<file path="config.mk">
export PLATFORM = sky130hd
export DESIGN_NAME = perceptron_sequencer
export DESIGN_NICKNAME = d
export VERILOG_FILES = /design/src/rtl/perceptron_sequencer.sv
export SDC_FILE = /design/constraint.sdc
export NUM_CORES = 2
export LEC_CHECK = 0
export BUFFER_PORTS_ARGS = -buffer_cell sky130_fd_sc_hd__buf_2
export CAP_MARGIN = 25
export CORE_AREA = 2 2 566 568
export CTS_CLUSTER_SIZE = 40
export DETAILED_ROUTE_END_ITERATION = 16
export DIE_AREA = 0 0 568 570
export HOLD_SLACK_MARGIN = 0.15
export PLACE_DENSITY = 0.42
export SLEW_MARGIN = 20
export SYNTH_ARGS = -nofsm -noshare
export SYNTH_HDL_FRONTEND = slang
export SYNTH_SLANG_ARGS = --single-unit
</file>
<file path="constraint.sdc">
create_clock -name clk -period 10.03 [get_ports clk]
set_input_delay 1.003 -clock clk [delete_from_list [all_inputs] [get_ports clk]]
set_output_delay 1.003 -clock clk [all_outputs]
set_load 0.02 [all_outputs]
</file>
<file path="src/rtl/perceptron_sequencer.sv">
// ---------------------------------------------------------------------------
// perceptron_sequencer
//
// Drives one perceptron evaluation through an external M-lane pipelined
// weighted-sum datapath. A request latches N_TOTAL input/weight pairs and a
// bias. The pairs go out in K = ceil(N_TOTAL/M) chunks, one chunk per cycle.
// A tag pipe as long as the datapath latency shows when each chunk sum comes
// back. The chunk sums are added up, the bias is added, and the result is
// presented on a valid/ready output together with a fire bit.
//
// Ports:
//   clk, rst_n            clock (rising edge), asynchronous active-low reset
//   in_valid / in_ready   request handshake
//   in_x, in_w            N_TOTAL signed 16-bit lanes, lane j = [16j+15:16j]
//   in_bias               signed 48-bit bias
//   ws_x, ws_w            registered chunk (M lanes) driven to the datapath
//   ws_sum                datapath chunk sum, PIPE_LAT cycles after ws_x/ws_w
//   out_valid / out_ready result handshake
//   out_sum, out_fire     (sum of x*w) + bias modulo 2^48, and !out_sum[47]
//   busy                  sequencer is not idle
// ---------------------------------------------------------------------------
module perceptron_sequencer #(
   parameter int N_TOTAL  = 32,
   parameter int M        = 8,
   parameter int PIPE_LAT = 11
) (
   input  logic                   clk,
   input  logic                   rst_n,
   input  logic                   in_valid,
   output logic                   in_ready,
   input  logic [16*N_TOTAL-1:0]  in_x,
   input  logic [16*N_TOTAL-1:0]  in_w,
   input  logic [47:0]            in_bias,
   output logic [16*M-1:0]        ws_x,
   output logic [16*M-1:0]        ws_w,
   input  logic [47:0]            ws_sum,
   output logic                   out_valid,
   input  logic                   out_ready,
   output logic [47:0]            out_sum,
   output logic                   out_fire,
   output logic                   busy
);

   localparam int K    = (N_TOTAL + M - 1) / M;
   localparam int CW   = 16 * M;
   localparam int PW   = CW * K;
   localparam int CNTW = $clog2(K + 1);

   typedef enum logic [1:0] {IDLE, ISSUE, DRAIN, HOLD} state_t;

   state_t            r_state;
   state_t            w_nextState;

   logic [PW-1:0]     r_x;
   logic [PW-1:0]     r_w;
   logic [PW-1:0]     w_xPad;
   logic [PW-1:0]     w_wPad;
   logic [47:0]       r_bias;
   logic [47:0]       r_acc;
   logic [CNTW-1:0]   r_chunkCnt;
   logic [CNTW-1:0]   r_resCnt;
   logic [PIPE_LAT-1:0] r_tag;

   logic              w_accept;
   logic              w_tagIn;
   logic              w_tagOut;
   logic              w_lastChunk;
   logic              w_lastResult;
   logic [47:0]       w_accNext;
   logic [47:0]       w_total;

   // The request is zero-extended to a whole number of chunks. Lanes at
   // index N_TOTAL and above therefore go out as zero.
   assign w_xPad = PW'(in_x);
   assign w_wPad = PW'(in_w);

   // A tag enters during every cycle a chunk sits on ws_x/ws_w. It leaves the
   // pipe exactly when that chunk's sum is on ws_sum.
   assign w_accept     = in_valid && in_ready;
   assign w_tagIn      = (r_state == ISSUE);
   assign w_tagOut     = r_tag[PIPE_LAT-1];
   assign w_lastChunk  = (r_state == ISSUE) && (r_chunkCnt == CNTW'(K - 1));
   assign w_lastResult = (r_state == DRAIN) && w_tagOut && (r_resCnt == CNTW'(K - 1));
   assign w_accNext    = r_acc + ws_sum;
   assign w_total      = w_accNext + r_bias;

   // State register
   always_ff @(posedge clk or negedge rst_n) begin
      if (!rst_n) begin
         r_state <= IDLE;
      end else begin
         r_state <= w_nextState;
      end
   end

   // Next-state logic: issue K chunks, wait for the K-th sum, then hold the
   // result until it is consumed.
   always_comb begin
      w_nextState = r_state;
      case (r_state)
         IDLE:    if (w_accept)     w_nextState = ISSUE;
         ISSUE:   if (w_lastChunk)  w_nextState = DRAIN;
         DRAIN:   if (w_lastResult) w_nextState = HOLD;
         HOLD:    if (out_ready)    w_nextState = IDLE;
         default:                   w_nextState = IDLE;
      endcase
   end

   // Handshake outputs decode straight from the state. Requests are taken
   // only in IDLE, so a request and a result handshake never share a cycle.
   always_comb begin
      in_ready  = (r_state == IDLE);
      busy      = (r_state != IDLE);
      out_valid = (r_state == HOLD);
   end

   // Datapath-side registers. On accept, chunk 0 goes straight from the
   // request onto ws_x/ws_w, and the rest is kept pre-shifted so that the
   // next chunk is always in the low bits. Captures follow only the tag pipe.
   // Because reset clears the tags, stale datapath results are never added.
   always_ff @(posedge clk or negedge rst_n) begin
      if (!rst_n) begin
         r_x        <= '0;
         r_w        <= '0;
         r_bias     <= '0;
         r_acc      <= '0;
         r_chunkCnt <= '0;
         r_resCnt   <= '0;
         r_tag      <= '0;
         ws_x       <= '0;
         ws_w       <= '0;
         out_sum    <= '0;
         out_fire   <= 1'b0;
      end else begin
         r_tag <= PIPE_LAT'({r_tag, w_tagIn});
         ws_x  <= '0;
         ws_w  <= '0;
         if (w_tagOut) begin
            r_acc    <= w_accNext;
            r_resCnt <= r_resCnt + CNTW'(1);
         end
         if (w_accept) begin
            r_x        <= w_xPad >> CW;
            r_w        <= w_wPad >> CW;
            r_bias     <= in_bias;
            r_acc      <= '0;
            r_chunkCnt <= '0;
            r_resCnt   <= '0;
            ws_x       <= w_xPad[CW-1:0];
            ws_w       <= w_wPad[CW-1:0];
         end else if ((r_state == ISSUE) && !w_lastChunk) begin
            r_x        <= r_x >> CW;
            r_w        <= r_w >> CW;
            r_chunkCnt <= r_chunkCnt + CNTW'(1);
            ws_x       <= r_x[CW-1:0];
            ws_w       <= r_w[CW-1:0];
         end
         if (w_lastResult) begin
            out_sum  <= w_total;
            out_fire <= ~w_total[47];
         end
      end
   end

endmodule

</file>
==> implementation parameters <==
Parameter                              Value

Status
  Result of the run ... finished, final reports clean

Global routing
  Total grt overflow ... 0
  Most utilized layer in the global route result ... met2
  Fraction of met3 tracks used by global routing ... 0.0555
  Tot GR Track Use ... 0.162
  Global-route track usage on met2 ... 0.261
  Largest net degree at the start of global routing ... 217
  Via count of the first global-routing pass ... 47231
  Wire length of the first global-routing pass ... 375 mm
  Met1 usage in global routing ... 0.203
  Antenna violations before repair ... 206

Synth
  Synthesized-area fraction occupied by ao, oa, aoi and oai cells ... 0.176
  Number of flops mapped to enable cells by yosys ... 0
  YS warnings ... 0
  Portion of the post-synthesis area used by sequential elements ... 0.571
  Most frequent cell after synthesis ... sky130_fd_sc_hd__nand2_1
  Gate count after technology mapping ... 5523
  Cell types with the largest area share after synthesis ... sky130_fd_sc_hd__dfrtp_1 57%, sky130_fd_sc_hd__nand2_1 11%, sky130_fd_sc_hd__a31oi_1 6.3%
  Mean area per synthesized cell ... 9.42 um^2
  Syn_nets ... 6756
  Multiplexer area fraction after synthesis ... 0.00753
  Top post-synthesis cells by count ... 1547 x sky130_fd_sc_hd__nand2_1, 1188 x sky130_fd_sc_hd__dfrtp_1, 593 x sky130_fd_sc_hd__nor2_1
  Adder-Cell Fraction of Synth Area ... 0.0265
  Unique cell type count in the Yosys netlist ... 81
  Top flip-flop cell by instance count after synthesis ... sky130_fd_sc_hd__dfrtp_1
  Area leader, netlist ... sky130_fd_sc_hd__dfrtp_1
  Synth top area share ... 0.571
  Combined area of all synthesized cells ... 0.0520 mm^2
  Proportion of register bits with asynchronous set or reset after synthesis ... 1.00
  Simple logic cell fraction of the synthesized area ... 0.171
  Synth Area in XOR/XNOR ... 0.0152
  Register bit count reported by yosys ... 1188
  Main combinational cell family by area after synthesis ... compound AO/OA/AOI/OAI gates

Clock network
  Worst-path clk slew ... 60 ps
  Clock buffers created by TritonCTS ... 157
  Setup repair bufs after CTS ... 0
  Post-CTS Hold Buffers ... 1
  Post-cts sizing count ... 0
  Clk_lat worst skew ... 840 ps
  Maximum buffer depth of the clock tree ... 4
  CTS tree ... yes
  Buffer cell driving the clock tree root ... sky130_fd_sc_hd__clkbuf_16
  CTS sink count ... 1188
  H-tree Lvls ... 4

Pwr
  Clk pwr share ... 0.523
  Total chip power ... 11.1 mW
  PD cells ... 161 mW/mm^2
  Sequential fraction of design power ... 0.433
  Switching power ... 2.68 mW
  Fraction of power spent switching nets ... 0.242
  Combinational share of power ... 0.044
  Cell Int Power ... 8.40 mW
  Maximum vdd ir drop ... 0.127 mV
  Leakage power ... 32.5 nW

STA
  FMAX ... 155 MHz
  Fin crit period ... 6460 ps
  Accumulated negative setup slack ... 0 ps
  Final number of hold-violating endpoints ... 0
  Actual slew at the worst max-slew pin ... 1040 ps
  Worst hold slack across all endpoints ... 343 ps
  RSZ-0062 raised after global routing ... no
  Worst Skew ... 67.1 ps
  Setup-failing EPs final ... 0
  Final worst-path setup slack ... 3570 ps
  Max-slew violation count ... 0
  Max-Slew Margin vs Limit ... 0.305
  Period Utilization, post-route ... 0.644

Floorplanning
  Number of primary I/O pins ... 1432
  Die ar. ... 0.324 mm^2
  Die outline height ... 570 um
  Effective utilization at floorplan ... 0.164
  Floorplan core area ... 0.317 mm^2
  FP Rows ... 207
  Floorplan die width ... 568 um

Layout
  Nets@finish ... 8008
  Sequential cell area ... 0.0297 mm^2
  Total of fill cells in the finished design ... 35202
  Layout cells sized above 1 ... 0.258
  Post-synthesis to final-layout area growth ... 32.6%
  Layout Utilization ... 0.217
  Final instance area ... 0.0690 mm^2
  Number of cells in the finished layout apart from fillers ... 11180
  Area occupied by multi-input gates ... 0.0207 mm^2

Worst setup path
  Crit Reg-Reg Startpoint ... r_acc[1]
  Reg-to-reg slack, setup ... 3570 ps
  Worst setup SP type ... register
  Master of the slowest instance on the critical path ... sky130_fd_sc_hd__a221oi_1
  Type of the worst setup path ... register to register
  Worst Setup End Kind ... register
  Endpoint of the worst-slack reg-to-reg timing path ... out_sum[45]
  Max FO, Critical Path ... 6
  Cells traversed along the worst timing path ... ha_1 -> a21o_1 -> a21o_1 -> a211oi_1 -> o21ai_1 -> a31oi_1 -> o21ai_0 -> a21oi_1 -> xnor2_1 -> ha_1 -> nand2_1 -> o21ai_2 -> a21oi_1 -> o21ai_0 -> a221oi_1 -> nand2_2 -> a221o_1 -> a221o_1 -> nor4b_4 -> o32a_1
  Number of cell instances on the worst register-to-register path ... 20
  End of the critical path ... out_sum[45]
  First element of the critical path ... r_acc[1]
  Required @ worst endpoint ... 10690 ps
  Peak per-stage delay on the critical path ... 790 ps
  Data arrival time of the critical path ... 7120 ps

Route
  Total Wirelength ... 273 mm
  Length of the first detailed-routing pass in iterations ... 6
  Remaining antenna violation count after routing ... 0
  Vias ... 47378
  Count of unresolved DRC violations after routing ... 0
  Starting DRT DRC Count ... 3632
  Final routed wire length divided by cell count ... 24.5 um
  Via density per instance ... 4.24

Place
  Final GP Congestion ... 0.919
  Placed Cells incl. Taps ... 10794
  Input/output buffers ... 1431
  Placed wire-length estimate ... 213 mm
  Post-place setup slack ... 2790 ps
  Placed instance area ... 0.0635 mm^2

Worst hold path
  HP Class ... register to register

Run
  Total of max-cap violations ... 0
routing by layer:
metal	vias up	wire (um)
met5	-	828
met4	126	8690
met3	483	24300
met2	1785	125000
met1	23329	114000
li1	21655	-
worst max-delay path, delay by kind of cell (launching register included):
family / cells / cell delay [ps]
AO/OA/AOI/OAI: 14 / 4580
flip-flops: 1 / 390
XOR/XNOR: 1 / 180
adder cells (fa/ha/maj): 2 / 640
AND/OR/NAND/NOR: 3 / 520
placed cells by master (no fill, tap or decap), drive strengths merged, types with 7 or more instances in the layout:
cell / instances
nand2: 1549
buf: 1487
dfrtp: 1188
nor2: 593
a31oi: 526
a21oi: 357
a22o: 256
clkbuf: 222
ha: 107
diode: 101
o21ai: 92
a21o: 61
xnor2: 53
inv: 42
mux2i: 38
xor2: 37
clkinv: 36
nand3: 30
nand4: 18
a211oi: 18
nor3: 17
o21bai: 16
and3: 15
nor2b: 10
bufinv: 10
o31ai: 9
nor3b: 8
and2: 8
o21a: 8
o211ai: 8
nand2b: 7
a31o: 7
worst min path at each step:
stage                     startpoint         to  slack [ps]  depth (start not counted)
after global routing        in_x[64]   ws_x[64]         340                          2
after CTS                   in_x[50]   ws_x[50]         290                          2
after global placement      r_tag[9]  r_tag[10]         330                          0
after floorplan             r_tag[9]  r_tag[10]         330                          0
final                       r_tag[9]  r_tag[10]         340                          0
after detailed placement    r_tag[6]   r_tag[7]         340                          0
cell type report:
| class | count | share of cell area |
|---|---|---|
| Clock inverter | 61 | 0.0105 |
| Multi-Input combinational cell | 3907 | 0.299 |
| Clock buffer | 222 | 0.0651 |
| Tap cell | 4180 | 0.0758 |
| Sequential cell | 1188 | 0.431 |
| Timing Repair Buffer | 1488 | 0.113 |
| Antenna cell | 101 | 0.00366 |
| Inverter | 33 | 0.00180 |
cells by family after synthesis:
kind of cell | Yosys count
buffers and inverters | 428
AO/OA/AOI/OAI | 1394
AND/OR/NAND/NOR | 2275
XOR/XNOR | 90
multiplexers | 39
adder cells (fa/ha/maj) | 109
flip-flops | 1188
state kept, by name, summed over array words and instances, names as in the netlist:
signal and count:
out_fire 1, out_sum 48, r_acc 48, r_bias 48
r_chunkCnt 3, r_resCnt 3, r_state 2, r_tag 11
r_w 384, r_x 384, ws_w 128, ws_x 128
power by group through the flow:
stage          registers, mW  clock network, mW  logic, mW
2_1_floorplan           4.88                  0     0.0866
3_3_place_gp            4.88                  0      0.499
3_5_place_dp            4.88                  0      0.498
4_1_cts                 4.79               5.99      0.501
5_1_grt                 4.79               6.17      0.539
6_report                4.79               5.80      0.491
No activity file was read; power rests on OpenSTA's default activity.
